`config.mk`:
```
export PLATFORM = sky130hd
export DESIGN_NAME = xadc_channel_scanner
export DESIGN_NICKNAME = d
export VERILOG_FILES = /design/src/rtl/xadc_channel_scanner.sv
export SDC_FILE = /design/constraint.sdc
export NUM_CORES = 1
export LEC_CHECK = 0
export ABC_CLOCK_PERIOD_IN_PS = 5500
export BUFFER_PORTS_ARGS = -buffer_cell sky130_fd_sc_hd__buf_2
export CORE_MARGIN = 4
export CORE_UTILIZATION = 56
export CTS_CLUSTER_DIAMETER = 30
export DETAILED_ROUTE_END_ITERATION = 7
export PLACE_DENSITY_LB_ADDON = 0.1
export RECOVER_POWER = 100
export SLEW_MARGIN = 20
export SYNTH_ARGS = -nofsm -noshare
export SYNTH_HDL_FRONTEND = slang
export SYNTH_SLANG_ARGS = --single-unit
```
`constraint.sdc`:
```
create_clock -name clk -period 5.5 [get_ports clk]
set_clock_uncertainty 0.2 [all_clocks]
set_input_delay 1.1 -clock clk [delete_from_list [all_inputs] [get_ports clk]]
set_output_delay 1.1 -clock clk [all_outputs]
set_load 0.1 [all_outputs]
```
`src/rtl/xadc_channel_scanner.sv`:
```
// XADC auxiliary-channel scanner: turns each in-range XADC end-of-conversion
// into one DRP read of that channel's result register and reports the 12-bit
// sample with its VAUX index. It also pulses frame_done once all 13 channels
// (VAUX0..VAUX12) have been refreshed.
// Latency: drp_den is high the cycle after eoc. sample_valid is high the cycle
// after drp_drdy. A read with no drp_drdy times out 64 cycles after drp_den.
// Backpressure: none. An in-range eoc that arrives while a read is in flight
// is dropped and counted in drop_cnt, which saturates at 255.
//
// Ports:
//   clk, rst            rising-edge clock, synchronous active-high reset
//   eoc, channel        end-of-conversion pulse and its 5-bit channel number
//   drp_den, drp_daddr  DRP read strobe and address {2'b00, channel}
//   drp_do, drp_drdy    DRP read data and data-ready pulse
//   sample_data/_ch     last completed result (drp_do[15:4]) and VAUX index
//   sample_valid        one-cycle qualifier for sample_data/sample_ch
//   frame_done          one-cycle pulse when every VAUX channel has been seen
//   timeout_err         sticky DRP-timeout flag
//   drop_cnt            saturating count of eoc pulses ignored while busy
module xadc_channel_scanner (
   input  logic        clk,
   input  logic        rst,
   input  logic        eoc,
   input  logic [4:0]  channel,
   output logic        drp_den,
   output logic [6:0]  drp_daddr,
   input  logic [15:0] drp_do,
   input  logic        drp_drdy,
   output logic [11:0] sample_data,
   output logic [3:0]  sample_ch,
   output logic        sample_valid,
   output logic        frame_done,
   output logic        timeout_err,
   output logic [7:0]  drop_cnt
);

   typedef enum logic [1:0] {
      IDLE      = 2'd0,
      REQ       = 2'd1,
      WAIT_DRDY = 2'd2,
      DONE      = 2'd3
   } state_t;

   state_t      state;
   state_t      state_nxt;
   logic [4:0]  ch_q;
   logic [5:0]  tmo_cnt;
   logic [12:0] seen;
   logic [12:0] seen_nxt;
   logic        in_range;
   logic        tmo_hit;

   // The low nibble of drp_do is below the 12-bit ADC resolution.
   logic        unused_drp_lsbs;
   assign unused_drp_lsbs = ^drp_do[3:0];

   // VAUX0..VAUX12 live at channel addresses 0x10..0x1C.
   assign in_range = (channel >= 5'h10) && (channel <= 5'h1C);

   // The counter reads 63 in the 64th cycle after drp_den. A drdy in that same
   // cycle still wins over the timeout.
   assign tmo_hit = (state == WAIT_DRDY) && !drp_drdy && (tmo_cnt == 6'd63);

   assign drp_daddr = {2'b00, ch_q};

   // ---------------- state register ----------------
   always_ff @(posedge clk) begin
      if (rst) begin
         state <= IDLE;
      end else begin
         state <= state_nxt;
      end
   end

   // ---------------- next-state logic ----------------
   always_comb begin
      state_nxt = state;
      case (state)
         IDLE:      if (eoc && in_range) state_nxt = REQ;
         REQ:       state_nxt = WAIT_DRDY;
         WAIT_DRDY: begin
            if (drp_drdy)     state_nxt = DONE;
            else if (tmo_hit) state_nxt = IDLE;
         end
         DONE:      state_nxt = IDLE;
         default:   state_nxt = IDLE;
      endcase
   end

   // ---------------- output logic ----------------
   always_comb begin
      drp_den      = 1'b0;
      sample_valid = 1'b0;
      frame_done   = 1'b0;
      seen_nxt     = seen;
      case (state)
         REQ:  drp_den = 1'b1;
         DONE: begin
            sample_valid = 1'b1;
            // sample_ch already holds this read's index. A repeated channel
            // leaves the mask unchanged.
            seen_nxt     = seen | (13'd1 << sample_ch);
            frame_done   = &seen_nxt;
         end
         default: ;
      endcase
   end

   // ---------------- datapath ----------------
   always_ff @(posedge clk) begin
      if (rst) begin
         ch_q        <= 5'd0;
         tmo_cnt     <= 6'd0;
         seen        <= 13'd0;
         sample_data <= 12'd0;
         sample_ch   <= 4'd0;
         timeout_err <= 1'b0;
         drop_cnt    <= 8'd0;
      end else begin
         if ((state == IDLE) && eoc && in_range)
            ch_q <= channel;

         if (state == REQ)
            tmo_cnt <= 6'd0;
         else if ((state == WAIT_DRDY) && !drp_drdy)
            tmo_cnt <= tmo_cnt + 6'd1;

         if ((state == WAIT_DRDY) && drp_drdy) begin
            sample_data <= drp_do[15:4];
            sample_ch   <= ch_q[3:0];
         end

         if (tmo_hit)
            timeout_err <= 1'b1;

         if (state == DONE)
            seen <= frame_done ? 13'd0 : seen_nxt;

         if (eoc && in_range && (state != IDLE) && (drop_cnt != 8'hFF))
            drop_cnt <= drop_cnt + 8'd1;
      end
   end

endmodule

```
==> results of run 1 <==
cells in the mapped netlist (all sizes together), types with 4 or more instances:
master,count
dfxtp,51
nand2,42
a21oi,34
nor2,16
a311oi,13
clkbuf,10
buf,9
inv,7
mux2i,6
nand4,6
nand3,5
a31oi,4
mux2,4
nand4b,4
o21ai,4
xor2,4
logic make-up (layout without fill, tap and decap cells):
group / count (synthesis) / in the layout / synth area share, %
AOI/OAI and AO/OA: 69 / 69 / 20.1
xor gates and xnor gates: 5 / 5 / 1.94
adders and majority gates: 2 / 2 / 1.11
buffers and inverters: 26 / 70 / 5.49
DFF: 51 / 51 / 45.3
muxes: 10 / 10 / 4.66
other: 1 / 2 / 0.166
and+or+nand+nor: 96 / 96 / 21.3
layer usage:
layer	share of wire (%)	GRT usage, %	vias to the layer above
met5	0	0	-
met4	1.4	6.47	0
met3	7.2	4.63	8
met2	44	27.8	77
met1	47	28.3	915
li1	-	-	1032
power breakdown:
group | total, mW | switching, mW | internal [mW]
combinational | 0.0781 | 0.0636 | 0.0144
clock | 0.216 | 0.117 | 0.0989
sequential | 0.380 | 0.00502 | 0.375
state kept, by name, summed over array words and instances, names as in the netlist:
signal       flops
state            2
drop_cnt         8
timeout_err      1
seen            13
tmo_cnt          6
sample_data     12
ch_q             5
sample_ch        4
final timing paths:
check                        end  slack (ns)  depth (start not counted)
setup / recovery      frame_done        1.32                          5
hold / removal    sample_data[5]        0.26                          2
setup reg to reg         seen[2]        3.21                          5
hold reg to reg   sample_data[5]        0.26                          2
cell type report:
class	instances	area, sq um
flip-flops and latches	51	1020
fillers	337	1220
multi-input cells	184	1110
well taps	48	60.1
clock buffers	6	82.6
repair buffers	56	244
inverters	7	26.3
clock inverters	1	5.00
worst max-delay path, stage by stage, from the launching register on:
cell and delay (ns):
sky130_fd_sc_hd__dfxtp_1 0.62, sky130_fd_sc_hd__mux2i_1 0.13, sky130_fd_sc_hd__or4b_1 0.46, sky130_fd_sc_hd__a222oi_1 0.28
sky130_fd_sc_hd__and3_1 0.21, sky130_fd_sc_hd__clkbuf_1 0.86
stage by stage:
stage	setup WS, ns	hold slack (ns)	util [%]	power (mW)
after floorplan	0.992	0.272	-	0.452
after global placement	2.10	0.233	66.5	0.467
after detailed placement	2.09	0.244	66.5	0.468
after CTS	1.75	0.256	68.8	0.682
after global routing	1.15	0.283	67.7	0.701
final	1.32	0.258	67.7	0.674
==> report_table.html, run 1 <==
<table>
<tr><th>Metric</th><th>Value</th></tr>
<tr><th colspan="2">Placement</th></tr>
<tr><td>Dpl cell area</td><td>2510 sq um</td></tr>
<tr><td>Number of buffer cells added on primary ports</td><td>53</td></tr>
<tr><td>Final Wtd Congestion</td><td>0.796</td></tr>
<tr><td>Cells after DPL</td><td>346</td></tr>
<tr><td>Detailed Place HPWL</td><td>3.26 mm</td></tr>
<tr><th colspan="2">Timing</th></tr>
<tr><td>Worst-margin pin slew</td><td>1.99 ns</td></tr>
<tr><td>Final Critical Period</td><td>about 4.2 ns</td></tr>
<tr><td>Remaining max-slew budget at the tightest pin</td><td>-32.7%</td></tr>
<tr><td>Final setup violation count</td><td>0</td></tr>
<tr><td>Endpoints failing hold</td><td>0</td></tr>
<tr><td>Final number of max-transition violations</td><td>between 40 and 50</td></tr>
<tr><td>Maximum clock rate</td><td>~240 MHz</td></tr>
<tr><td>Fin Setup TNS</td><td>0 ns</td></tr>
<tr><td>Unrepaired setup endpoints after global routing</td><td>false</td></tr>
<tr><td>Fraction of the cycle the final worst path needs</td><td>76.0%</td></tr>
<tr><th colspan="2">Detailed routing</th></tr>
<tr><td>Wire per inst</td><td>roughly 14 microns</td></tr>
<tr><td>Routed wire length</td><td>4.89 mm</td></tr>
<tr><td>DR vias</td><td>2032</td></tr>
<tr><td>Count of routing violations after the opening detailed-route iteration</td><td>189</td></tr>
<tr><td>Number of remaining DRC errors</td><td>0</td></tr>
<tr><td>Via count normalized by instance count</td><td>around 5.8</td></tr>
<tr><td>Residual antenna-violating net count after detailed routing</td><td>0</td></tr>
<tr><td>Initial DRT Pass Iterations</td><td>4</td></tr>
<tr><th colspan="2">Floorplan</th></tr>
<tr><td>Vertical die dimension</td><td>71.5 microns</td></tr>
<tr><td>Effective utilization at floorplan</td><td>59.8%</td></tr>
<tr><td>Die Outline Area</td><td>between 5000 and 6000 sq um</td></tr>
<tr><td>Num ports</td><td>60</td></tr>
<tr><td>Cell row count</td><td>22</td></tr>
<tr><td>Die Wd</td><td>71.5 microns</td></tr>
<tr><td>Area of the core</td><td>3770 sq um</td></tr>
<tr><th colspan="2">Global route</th></tr>
<tr><td>Remaining global-route overflow</td><td>0</td></tr>
<tr><td>Antenna violations before repair</td><td>0</td></tr>
<tr><td>Vias in the first global route</td><td>1755</td></tr>
<tr><td>Wire length of the first global-routing pass</td><td>8.09 mm</td></tr>
<tr><td>All-Layer GR Usage</td><td>19.3%</td></tr>
<tr><td>Largest net degree at the start of global routing</td><td>48</td></tr>
<tr><th colspan="2">CTS</th></tr>
<tr><td>Post-CTS Setup Repair Bufs</td><td>0</td></tr>
<tr><td>Count of cells resized by post-cts repair</td><td>0</td></tr>
<tr><td>H-tree depth</td><td>2</td></tr>
<tr><td>Clock sink count</td><td>51</td></tr>
<tr><td>TritonCTS clock tree</td><td>yes</td></tr>
<tr><td>Clock Tree Root</td><td>sky130_fd_sc_hd__clkbuf_8</td></tr>
<tr><td>Cts bufs inserted</td><td>5</td></tr>
<tr><td>Clock insertion delay at the later pin of the skew report</td><td>0.30 ns</td></tr>
<tr><td>Clk pin slew, worst setup/hold paths</td><td>0.08 ns</td></tr>
<tr><td>Hold Buf Count CTS</td><td>0</td></tr>
<tr><td>CTS max path bufs</td><td>2</td></tr>
<tr><th colspan="2">Synth</th></tr>
<tr><td>Number of storage elements in the synthesis netlist</td><td>51</td></tr>
<tr><td>Main synth FF type</td><td>sky130_fd_sc_hd__dfxtp_1</td></tr>
<tr><td>Share of Yosys cell area claimed by the top area cell type</td><td>45.3%</td></tr>
<tr><td>EDFF count, synth</td><td>0</td></tr>
<tr><td>Yosys warnings</td><td>0</td></tr>
<tr><td>Synth cell types</td><td>45</td></tr>
<tr><td>Synth area leader</td><td>sky130_fd_sc_hd__dfxtp_1</td></tr>
<tr><td>Ranking of synthesized cells by area</td><td>sky130_fd_sc_hd__dfxtp_1, sky130_fd_sc_hd__a21oi_1, sky130_fd_sc_hd__nand2_1, sky130_fd_sc_hd__a311oi_1, sky130_fd_sc_hd__mux2i_1</td></tr>
<tr><td>Avg Inst Size Synth</td><td>8.67 sq um</td></tr>
<tr><td>Sequential cell area fraction in the yosys report</td><td>45.3%</td></tr>
<tr><td>Proportion of synthesized flip-flops having asynchronous set or reset</td><td>0%</td></tr>
<tr><td>Synthesized cell area</td><td>roughly 2300 sq um</td></tr>
<tr><td>Number of instances in the synthesized netlist</td><td>260</td></tr>
<tr><th colspan="2">Status</th></tr>
<tr><td>Violations in the final reports</td><td>max-capacitance violations, max-slew violations</td></tr>
<tr><td>Result of the run</td><td>complete, but fails checks</td></tr>
<tr><th colspan="2">Worst setup path</th></tr>
<tr><td>Worst setup startpoint</td><td>sample_ch[1]</td></tr>
<tr><td>Worst setup SP type</td><td>flop</td></tr>
<tr><td>Critical path endpoint category</td><td>output port</td></tr>
<tr><td>Worst Path Max Fanout</td><td>13</td></tr>
<tr><td>Signal arrival time at the worst endpoint</td><td>about 2.9 ns</td></tr>
<tr><td>Beginning of the worst register-to-register path</td><td>sample_ch[1]</td></tr>
<tr><td>Required time at the worst-slack endpoint</td><td>about 4.2 ns</td></tr>
<tr><td>Setup CP Type</td><td>flop to output port</td></tr>
<tr><th colspan="2">Worst hold path</th></tr>
<tr><td>Hold_sp</td><td>sample_data[5]</td></tr>
<tr><td>Hold/Removal Path Class</td><td>flop to flop</td></tr>
<tr><th colspan="2">Run</th></tr>
<tr><td>Number of max-cap violations</td><td>1</td></tr>
<tr><th colspan="2">Finish</th></tr>
<tr><td>Layout area overhead</td><td>13.2%</td></tr>
<tr><td>Most common cell after layout, fill and taps aside</td><td>sky130_fd_sc_hd__dfxtp_1</td></tr>
<tr><td>Finished Layout Cells</td><td>between 300 and 400</td></tr>
<tr><td>Share of layout cells above drive strength 1</td><td>11.1%</td></tr>
<tr><td>Nets</td><td>332</td></tr>
<tr><td>Most frequent cells in the layout</td><td>sky130_fd_sc_hd__dfxtp_1, sky130_fd_sc_hd__nand2_1, sky130_fd_sc_hd__clkbuf_1, sky130_fd_sc_hd__a21oi_1, sky130_fd_sc_hd__buf_2</td></tr>
<tr><td>Final standard cell area without fillers</td><td>2550 sq um</td></tr>
<tr><td>Number of inserted diodes</td><td>0</td></tr>
<tr><th colspan="2">Power</th></tr>
<tr><td>Pwr/cell area</td><td>264 nW/um^2</td></tr>
<tr><td>Max rail drop VDD</td><td>around 0.19 mV</td></tr>
<tr><td>Leak pwr</td><td>0.884 nW</td></tr>
</table>
(Power assumes the default switching activity.)
==> inputs of run 2 (changes only) <==
- ABC_AREA: default -> 1
- ABC_CLOCK_PERIOD_IN_PS: 5500 -> 4300
- CORE_UTILIZATION: 56 -> 53
- clock period: 5.5 -> 4.3 ns (I/O delays scaled with it)
==> run 2 against run 1 <==
Compared with the run above:
- the run now ends clean
- cell area is 6.8% higher
- combinational power grew to 4.0 times the previous value
- total power is 63% higher
- register-to-register slack worse by 1.1 ns
- via count is 4.8% higher
- clock-buffer cell count is 1 lower
- die area is 11% higher
- worst hold slack worse by 0.0031 ns
- wire length is 0.25% lower
==> report_table.html, run 2 <==
<table>
<tr><th>Metric</th><th>Value</th></tr>
<tr><th colspan="2">Status</th></tr>
<tr><td>Result of the run</td><td>completed</td></tr>
<tr><th colspan="2">Global route</th></tr>
<tr><td>Wire length of the first global-routing pass</td><td>8.11 mm</td></tr>
<tr><td>Antenna violations before repair</td><td>0</td></tr>
<tr><td>Vias in the first global route</td><td>1910</td></tr>
<tr><td>All-Layer GR Usage</td><td>18.2%</td></tr>
<tr><td>Largest net degree at the start of global routing</td><td>33</td></tr>
<tr><td>Remaining global-route overflow</td><td>0</td></tr>
<tr><th colspan="2">Worst setup path</th></tr>
<tr><td>Crit Reg-Reg Endpoint</td><td>sample_ch[3]</td></tr>
<tr><td>Setup CP Type</td><td>flop to output port</td></tr>
<tr><td>Register-to-register path setup slack</td><td>about 2.1 ns</td></tr>
<tr><td>Critical Path Max Stage Delay</td><td>0.88 ns</td></tr>
<tr><td>Signal arrival time at the worst endpoint</td><td>2.41 ns</td></tr>
<tr><td>Cell type of the slowest stage on the worst timing path</td><td>sky130_fd_sc_hd__clkbuf_1</td></tr>
<tr><td>Beginning of the worst register-to-register path</td><td>state[0]</td></tr>
<tr><td>Required time at the worst-slack endpoint</td><td>3.24 ns</td></tr>
<tr><td>Worst Path Max Fanout</td><td>7</td></tr>
<tr><td>Worst setup SP type</td><td>flop</td></tr>
<tr><td>Critical path endpoint category</td><td>output port</td></tr>
<tr><td>Buf+Inv Stages, Crit Path</td><td>2</td></tr>
<tr><td>Library cell appearing most often on the critical path</td><td>sky130_fd_sc_hd__nand2_1</td></tr>
<tr><td>Worst path top cell family by delay</td><td>buffers and inverters</td></tr>
<tr><td>Worst-case reg-to-reg path depth</td><td>7</td></tr>
<tr><td>Critical-path cell list</td><td>inv_2 &gt; nor2_2 &gt; nand2_1 &gt; nand2_1 &gt; nand2_1 &gt; nor2_1 &gt; nand2_1 &gt; nor3_2 &gt; clkbuf_1</td></tr>
<tr><th colspan="2">Synth</th></tr>
<tr><td>Most used standard cells in the synthesized netlist</td><td>sky130_fd_sc_hd__dfxtp_1, sky130_fd_sc_hd__nand2_1, sky130_fd_sc_hd__nor2_1</td></tr>
<tr><td>EDFF count, synth</td><td>0</td></tr>
<tr><td>Synth cell types</td><td>37</td></tr>
<tr><td>Number of instances in the synthesized netlist</td><td>318</td></tr>
<tr><td>Yosys warnings</td><td>0</td></tr>
<tr><td>Share of Yosys cell area claimed by the top area cell type</td><td>42.3%</td></tr>
<tr><td>Synthesized cell area</td><td>2410 sq um</td></tr>
<tr><td>Avg Inst Size Synth</td><td>7.58 sq um</td></tr>
<tr><td>Synth area leader</td><td>sky130_fd_sc_hd__dfxtp_1</td></tr>
<tr><td>Sequential cell area fraction in the yosys report</td><td>42.3%</td></tr>
<tr><td>Proportion of synthesized flip-flops having asynchronous set or reset</td><td>0%</td></tr>
<tr><td>Number of storage elements in the synthesis netlist</td><td>51</td></tr>
<tr><td>Ranking of synthesized cells by area</td><td>sky130_fd_sc_hd__dfxtp_1, sky130_fd_sc_hd__nand2_1, sky130_fd_sc_hd__nor2_1, sky130_fd_sc_hd__nor2_4, sky130_fd_sc_hd__nand3_1</td></tr>
<tr><td>Main synth FF type</td><td>sky130_fd_sc_hd__dfxtp_1</td></tr>
<tr><th colspan="2">Placement</th></tr>
<tr><td>Number of buffer cells added on primary ports</td><td>53</td></tr>
<tr><td>Detailed Place HPWL</td><td>about 3.5 mm</td></tr>
<tr><td>Final Wtd Congestion</td><td>0.821</td></tr>
<tr><th colspan="2">Timing</th></tr>
<tr><td>Remaining max-slew budget at the tightest pin</td><td>14.3%</td></tr>
<tr><td>Endpoints failing hold</td><td>0</td></tr>
<tr><td>Unrepaired setup endpoints after global routing</td><td>false</td></tr>
<tr><td>Fin Setup TNS</td><td>0 ns</td></tr>
<tr><td>Final setup violation count</td><td>0</td></tr>
<tr><td>Final Critical Period</td><td>~3.5 ns</td></tr>
<tr><td>Final number of max-transition violations</td><td>0</td></tr>
<tr><td>Worst-margin pin slew</td><td>1.29 ns</td></tr>
<tr><td>Maximum clock rate</td><td>just under 300 MHz</td></tr>
<tr><td>Fraction of the cycle the final worst path needs</td><td>between 80% and 90%</td></tr>
<tr><th colspan="2">Floorplan</th></tr>
<tr><td>Vertical die dimension</td><td>75.4 microns</td></tr>
<tr><td>Die Wd</td><td>75.4 microns</td></tr>
<tr><td>Effective utilization at floorplan</td><td>55.0%</td></tr>
<tr><td>Cell row count</td><td>24</td></tr>
<tr><td>Num ports</td><td>60</td></tr>
<tr><td>Area of the core</td><td>4380 sq um</td></tr>
<tr><td>Die Outline Area</td><td>5690 sq um</td></tr>
<tr><th colspan="2">Finish</th></tr>
<tr><td>Max reg flops</td><td>13</td></tr>
<tr><td>Top flop regs</td><td>seen (13), sample_data (12), drop_cnt (8)</td></tr>
<tr><td>Share of layout cells above drive strength 1</td><td>between 15 and 20%</td></tr>
<tr><td>Number of inserted diodes</td><td>0</td></tr>
<tr><td>Utilization after layout</td><td>62.2%</td></tr>
<tr><td>Nets</td><td>between 300 and 400</td></tr>
<tr><td>Largest register by flop count</td><td>seen</td></tr>
<tr><td>Layout area overhead</td><td>13.1%</td></tr>
<tr><td>Number of fill cells</td><td>around 440</td></tr>
<tr><td>Most frequent cells in the layout</td><td>sky130_fd_sc_hd__nand2_1, sky130_fd_sc_hd__dfxtp_1, sky130_fd_sc_hd__nor2_1, sky130_fd_sc_hd__clkbuf_1, sky130_fd_sc_hd__inv_1</td></tr>
<tr><th colspan="2">Worst hold path</th></tr>
<tr><td>Worst hold stages</td><td>2</td></tr>
<tr><td>Hold_sp</td><td>ch_q[4]</td></tr>
<tr><td>WHS Endpoint</td><td>ch_q[4]</td></tr>
<tr><td>Hold/Removal Path Class</td><td>flop to flop</td></tr>
<tr><th colspan="2">Power</th></tr>
<tr><td>Pwr/cell area</td><td>404 nW/um^2</td></tr>
<tr><td>Leak pwr</td><td>~1.1 nW</td></tr>
<tr><td>Max rail drop VDD</td><td>between 0.2 and 0.25 mV</td></tr>
<tr><th colspan="2">CTS</th></tr>
<tr><td>H-tree depth</td><td>2</td></tr>
<tr><td>Clock Tree Root</td><td>sky130_fd_sc_hd__clkbuf_8</td></tr>
<tr><td>Clock insertion delay at the later pin of the skew report</td><td>0.30 ns</td></tr>
<tr><td>TritonCTS clock tree</td><td>yes</td></tr>
<tr><td>Hold Buf Count CTS</td><td>0</td></tr>
<tr><td>CTS max path bufs</td><td>2</td></tr>
<tr><td>Count of cells resized by post-cts repair</td><td>0</td></tr>
<tr><td>Clock sink count</td><td>a little over 50</td></tr>
<tr><td>Post-CTS Setup Repair Bufs</td><td>0</td></tr>
<tr><td>Cts bufs inserted</td><td>5</td></tr>
<tr><td>Clk pin slew, worst setup/hold paths</td><td>0.10 ns</td></tr>
<tr><th colspan="2">Run</th></tr>
<tr><td>Number of max-cap violations</td><td>0</td></tr>
<tr><th colspan="2">Detailed routing</th></tr>
<tr><td>Number of remaining DRC errors</td><td>0</td></tr>
<tr><td>Residual antenna-violating net count after detailed routing</td><td>0</td></tr>
<tr><td>Via count normalized by instance count</td><td>between 5 and 6</td></tr>
<tr><td>Count of routing violations after the opening detailed-route iteration</td><td>92</td></tr>
<tr><td>Initial DRT Pass Iterations</td><td>4</td></tr>
<tr><td>DR vias</td><td>2130</td></tr>
<tr><td>Wire per inst</td><td>11.5 microns</td></tr>
<tr><td>Routed wire length</td><td>around 5 mm</td></tr>
</table>
## run 2: cell count changes after synthesis, sizes merged, moves of 4 or more
cell,change
mux2,-4
nand3,+18
o21ai,+18
nand2,+14
a311oi,-13
mux2i,-6
nand4b,-4
o21bai,+4
a21oi,-14
o211ai,+12
nor2,+45
inv,+23
buf,-4
## run 2: through the flow
step                      power [mW]  std cells  cell area, sq um  setup slack [ns]  hold slack (ns)
after CTS                       1.12        423              2790              1.27            0.255
after detailed placement       0.849        415              2700              1.62            0.241
after global routing            1.16        423              2730             0.676            0.295
after floorplan                0.795        319              2420             0.383            0.239
after global placement         0.847        415              2700              1.61            0.238
final                           1.10        423              2730             0.835            0.255
## run 2: how the worst max path moves through the flow
stage            startpoint         end  slack [ns]  cells after the start
2_1_floorplan  sample_ch[2]  frame_done        0.38                      8
3_3_place_gp   sample_ch[0]  frame_done        1.61                      9
3_5_place_dp   sample_ch[1]  frame_done        1.62                      9
4_1_cts        sample_ch[1]  frame_done        1.27                      9
5_1_grt        sample_ch[0]  frame_done        0.68                      9
6_report       sample_ch[1]  frame_done        0.83                      9
## run 2: logic make-up after synthesis
kind of cell	share of synthesized area [%]
AO/OA/AOI/OAI	15.7
XOR/XNOR	1.82
adder cells (fa/ha/maj)	1.04
buffers and inverters	7.99
flip-flops	42.3
other	0.156
AND/OR/NAND/NOR	30.9
## run 2: layer usage
| layer | track usage [%] | part of all wire (%) |
|---|---|---|
| met4 | 6.60 | 1.3 |
| met5 | 0 | 0 |
| met3 | 4.22 | 4.9 |
| met2 | 32.1 | 48 |
| met1 | 21.4 | 46 |
## run 2: final cells by class
cell class / instances / area, sq um / area share, %
inverters: 31 / 116 / 4.27
clock buffers: 5 / 68.8 / 2.52
repair buffers: 56 / 235 / 8.63
well taps: 52 / 65.1 / 2.39
clock inverters: 3 / 20.0 / 0.734
multi-input cells: 225 / 1200 / 44.0
flip-flops and latches: 51 / 1020 / 37.4
## run 2: worst min-delay path, delay by kind of cell, from the launching register on
family / cells / cell delay [ns]
buffers and inverters: 1 / 0.05
AO/OA/AOI/OAI: 1 / 0.05
flip-flops: 1 / 0.32
## run 2: where the power goes
group          switching, mW  internal [mW]  leakage, nW
clock network          0.158          0.113       0.0402
logic                  0.262         0.0472        0.614
registers             0.0218          0.498        0.412
==> inputs of run 3 (changes only) <==
- ABC_CLOCK_PERIOD_IN_PS: 4300 -> 3400
- clock period: 4.3 -> 3.4 ns (I/O delays scaled with it)
==> run 3 against run 2 <==
Compared with the run above:
- clock power rose by 59%
- sequential cell count did not move
- setup slack got worse by 0.44 ns
- sequential power rose by 27%
- sequential share of layout area fell by 0.36 points
- total power rose by 35%
- worst hold slack improved by 0.0068 ns
- die area did not move
- core utilization rose by 0.60 points
- largest cell class unchanged
==> report_table.html, run 3 (synthesized netlist as in run 2, its figures left out) <==
<table>
<tr><th>Metric</th><th>Value</th></tr>
<tr><th colspan="2">Status</th></tr>
<tr><td>Result of the run</td><td>completed</td></tr>
<tr><th colspan="2">Global route</th></tr>
<tr><td>Largest net degree at the start of global routing</td><td>23</td></tr>
<tr><td>Met1 global-route usage</td><td>between 20% and 30%</td></tr>
<tr><td>Met2 Resource Use GR</td><td>33.3%</td></tr>
<tr><td>Most Crowded Layer GR</td><td>met2</td></tr>
<tr><td>Remaining global-route overflow</td><td>0</td></tr>
<tr><td>Global-route met3 utilization</td><td>4.35%</td></tr>
<tr><td>All-Layer GR Usage</td><td>19.1%</td></tr>
<tr><td>Wire length of the first global-routing pass</td><td>8.45 mm</td></tr>
<tr><td>Antenna violations before repair</td><td>0</td></tr>
<tr><td>Vias in the first global route</td><td>1933</td></tr>
<tr><th colspan="2">CTS</th></tr>
<tr><td>Post-CTS Setup Repair Bufs</td><td>0</td></tr>
<tr><td>Clock sink count</td><td>51</td></tr>
<tr><td>Cts bufs inserted</td><td>5</td></tr>
<tr><td>Clk pin slew, worst setup/hold paths</td><td>0.09 ns</td></tr>
<tr><td>TritonCTS clock tree</td><td>yes</td></tr>
<tr><td>Hold Buf Count CTS</td><td>0</td></tr>
<tr><td>Clock insertion delay at the later pin of the skew report</td><td>about 0.30 ns</td></tr>
<tr><td>Count of cells resized by post-cts repair</td><td>0</td></tr>
<tr><td>Clock Tree Root</td><td>sky130_fd_sc_hd__clkbuf_8</td></tr>
<tr><td>CTS max path bufs</td><td>2</td></tr>
<tr><td>H-tree depth</td><td>2</td></tr>
<tr><th colspan="2">Worst setup path</th></tr>
<tr><td>Required time at the worst-slack endpoint</td><td>2.52 ns</td></tr>
<tr><td>Signal arrival time at the worst endpoint</td><td>2.12 ns</td></tr>
<tr><td>Worst setup SP type</td><td>flop</td></tr>
<tr><td>Critical path endpoint category</td><td>output port</td></tr>
<tr><td>Register-to-register path setup slack</td><td>around 0.76 ns</td></tr>
<tr><td>Setup CP Type</td><td>flop to output port</td></tr>
<tr><td>Worst-case reg-to-reg path depth</td><td>9</td></tr>
<tr><td>Worst Path Max Fanout</td><td>7</td></tr>
<tr><th colspan="2">Power</th></tr>
<tr><td>Clock power frac</td><td>29.1%</td></tr>
<tr><td>Power after layout</td><td>between 1 and 1.5 mW</td></tr>
<tr><td>Sw Ratio</td><td>a little under two fifths</td></tr>
<tr><td>Pwr/cell area</td><td>539 nW/um^2</td></tr>
<tr><td>Register share of total power</td><td>44.4%</td></tr>
<tr><td>Logic gate share of total power</td><td>26.5%</td></tr>
<tr><td>Net switching power</td><td>approximately 0.55 mW</td></tr>
<tr><td>Max rail drop VDD</td><td>0.376 mV</td></tr>
<tr><td>Leak pwr</td><td>1.11 nW</td></tr>
<tr><td>Internal power</td><td>0.928 mW</td></tr>
<tr><th colspan="2">Worst hold path</th></tr>
<tr><td>Hold/Removal Path Class</td><td>flop to flop</td></tr>
<tr><td>Worst hold stages</td><td>2</td></tr>
<tr><th colspan="2">Placement</th></tr>
<tr><td>Cells after DPL</td><td>415</td></tr>
<tr><td>Number of buffer cells added on primary ports</td><td>53</td></tr>
<tr><td>Final Wtd Congestion</td><td>0.845</td></tr>
<tr><td>Detailed Place HPWL</td><td>3.68 mm</td></tr>
<tr><td>Worst setup slack before clock tree synthesis</td><td>0.848 ns</td></tr>
<tr><th colspan="2">Detailed routing</th></tr>
<tr><td>Via count normalized by instance count</td><td>5.09</td></tr>
<tr><td>Initial DRT Pass Iterations</td><td>4</td></tr>
<tr><td>Routed wire length</td><td>5.06 mm</td></tr>
<tr><td>Residual antenna-violating net count after detailed routing</td><td>0</td></tr>
<tr><td>Number of remaining DRC errors</td><td>0</td></tr>
<tr><td>Count of routing violations after the opening detailed-route iteration</td><td>59</td></tr>
<tr><td>Wire per inst</td><td>12.0 microns</td></tr>
<tr><td>DR vias</td><td>2153</td></tr>
<tr><th colspan="2">Run</th></tr>
<tr><td>Number of max-cap violations</td><td>0</td></tr>
<tr><th colspan="2">Finish</th></tr>
<tr><td>Nets</td><td>397</td></tr>
<tr><td>Max reg flops</td><td>13</td></tr>
<tr><td>Largest register by flop count</td><td>seen</td></tr>
<tr><td>Number of fill cells</td><td>418</td></tr>
<tr><td>Most frequent cells in the layout</td><td>sky130_fd_sc_hd__nand2_1, sky130_fd_sc_hd__dfxtp_1, sky130_fd_sc_hd__nor2_1, sky130_fd_sc_hd__clkbuf_1, sky130_fd_sc_hd__inv_1</td></tr>
<tr><td>Utilization after layout</td><td>62.8%</td></tr>
<tr><td>Share of layout cells above drive strength 1</td><td>15.4%</td></tr>
<tr><td>Layout area overhead</td><td>14.2%</td></tr>
<tr><td>Number of inserted diodes</td><td>0</td></tr>
<tr><td>Finished Layout Cells</td><td>around 420</td></tr>
<tr><td>Top flop regs</td><td>seen (13), sample_data (12), drop_cnt (8)</td></tr>
<tr><th colspan="2">Timing</th></tr>
<tr><td>Worst-margin pin slew</td><td>1.21 ns</td></tr>
<tr><td>Final Critical Period</td><td>3.00 ns</td></tr>
<tr><td>Endpoints failing hold</td><td>0</td></tr>
<tr><td>Remaining max-slew budget at the tightest pin</td><td>19.4%</td></tr>
<tr><td>Final setup violation count</td><td>0</td></tr>
<tr><td>Final number of max-transition violations</td><td>0</td></tr>
<tr><td>Final setup margin</td><td>0.397 ns</td></tr>
<tr><td>Maximum clock rate</td><td>roughly 330 MHz</td></tr>
<tr><td>Fin Setup TNS</td><td>0 ns</td></tr>
<tr><td>Fraction of the cycle the final worst path needs</td><td>88.3%</td></tr>
<tr><td>Unrepaired setup endpoints after global routing</td><td>false</td></tr>
<tr><th colspan="2">Floorplan</th></tr>
<tr><td>Die Wd</td><td>75.4 microns</td></tr>
<tr><td>Vertical die dimension</td><td>75.4 microns</td></tr>
<tr><td>Area of the core</td><td>4380 sq um</td></tr>
<tr><td>Die Outline Area</td><td>5690 sq um</td></tr>
<tr><td>Num ports</td><td>60</td></tr>
<tr><td>Cell row count</td><td>24</td></tr>
<tr><td>Effective utilization at floorplan</td><td>55.0%</td></tr>
</table>
run 3: critical path, stage by stage, from the launching register on:
cell	delay [ns]
sky130_fd_sc_hd__dfxtp_1	0.48
sky130_fd_sc_hd__inv_1	0.13
sky130_fd_sc_hd__nor2_1	0.18
sky130_fd_sc_hd__nand3_1	0.12
sky130_fd_sc_hd__nand2_2	0.09
sky130_fd_sc_hd__nand4_1	0.15
sky130_fd_sc_hd__nor3_4	0.19
sky130_fd_sc_hd__clkbuf_2	0.47
run 3: metal layers:
metal  vias to the layer above  share of wire [%]
met3                         7                5.4
met1                       960                 45
li1                       1148                  -
met2                        38                 48
met5                         -                  0
met4                         0                1.3
run 3: layout make-up:
class / count / area [sq um] / area share [%]
Timing Repair Buffer: 56 / 241 / 8.77
Sequential cell: 51 / 1020 / 37.1
Tap cell: 52 / 65.1 / 2.36
Clock inverter: 2 / 35.0 / 1.27
Inverter: 31 / 116 / 4.23
Multi-Input combinational cell: 225 / 1190 / 43.3
Clock buffer: 6 / 82.6 / 3.00
run 3: worst paths after layout:
| kind | start | end |
|---|---|---|
| worst max-delay path | sample_ch[1] | frame_done |
| worst min-delay path | ch_q[4] | ch_q[4] |
| worst max register to register | sample_ch[1] | seen[12] |
| worst min register to register | ch_q[4] | ch_q[4] |
run 3: power groups by stage:
stage | sequential (mW) | combinational [mW] | clock (mW)
2_1_floorplan | 0.850 | 0.155 | 0
3_3_place_gp | 0.669 | 0.402 | 0
3_5_place_dp | 0.671 | 0.405 | 0
4_1_cts | 0.657 | 0.406 | 0.449
5_1_grt | 0.663 | 0.419 | 0.473
6_report | 0.658 | 0.393 | 0.432
run 3: per-stage QoR:
stage / hold WS, ns / cell area (sq um)
2_1_floorplan: 0.239 / 2430
3_3_place_gp: 0.241 / 2700
3_5_place_dp: 0.249 / 2700
4_1_cts: 0.263 / 2820
5_1_grt: 0.288 / 2750
6_report: 0.261 / 2750
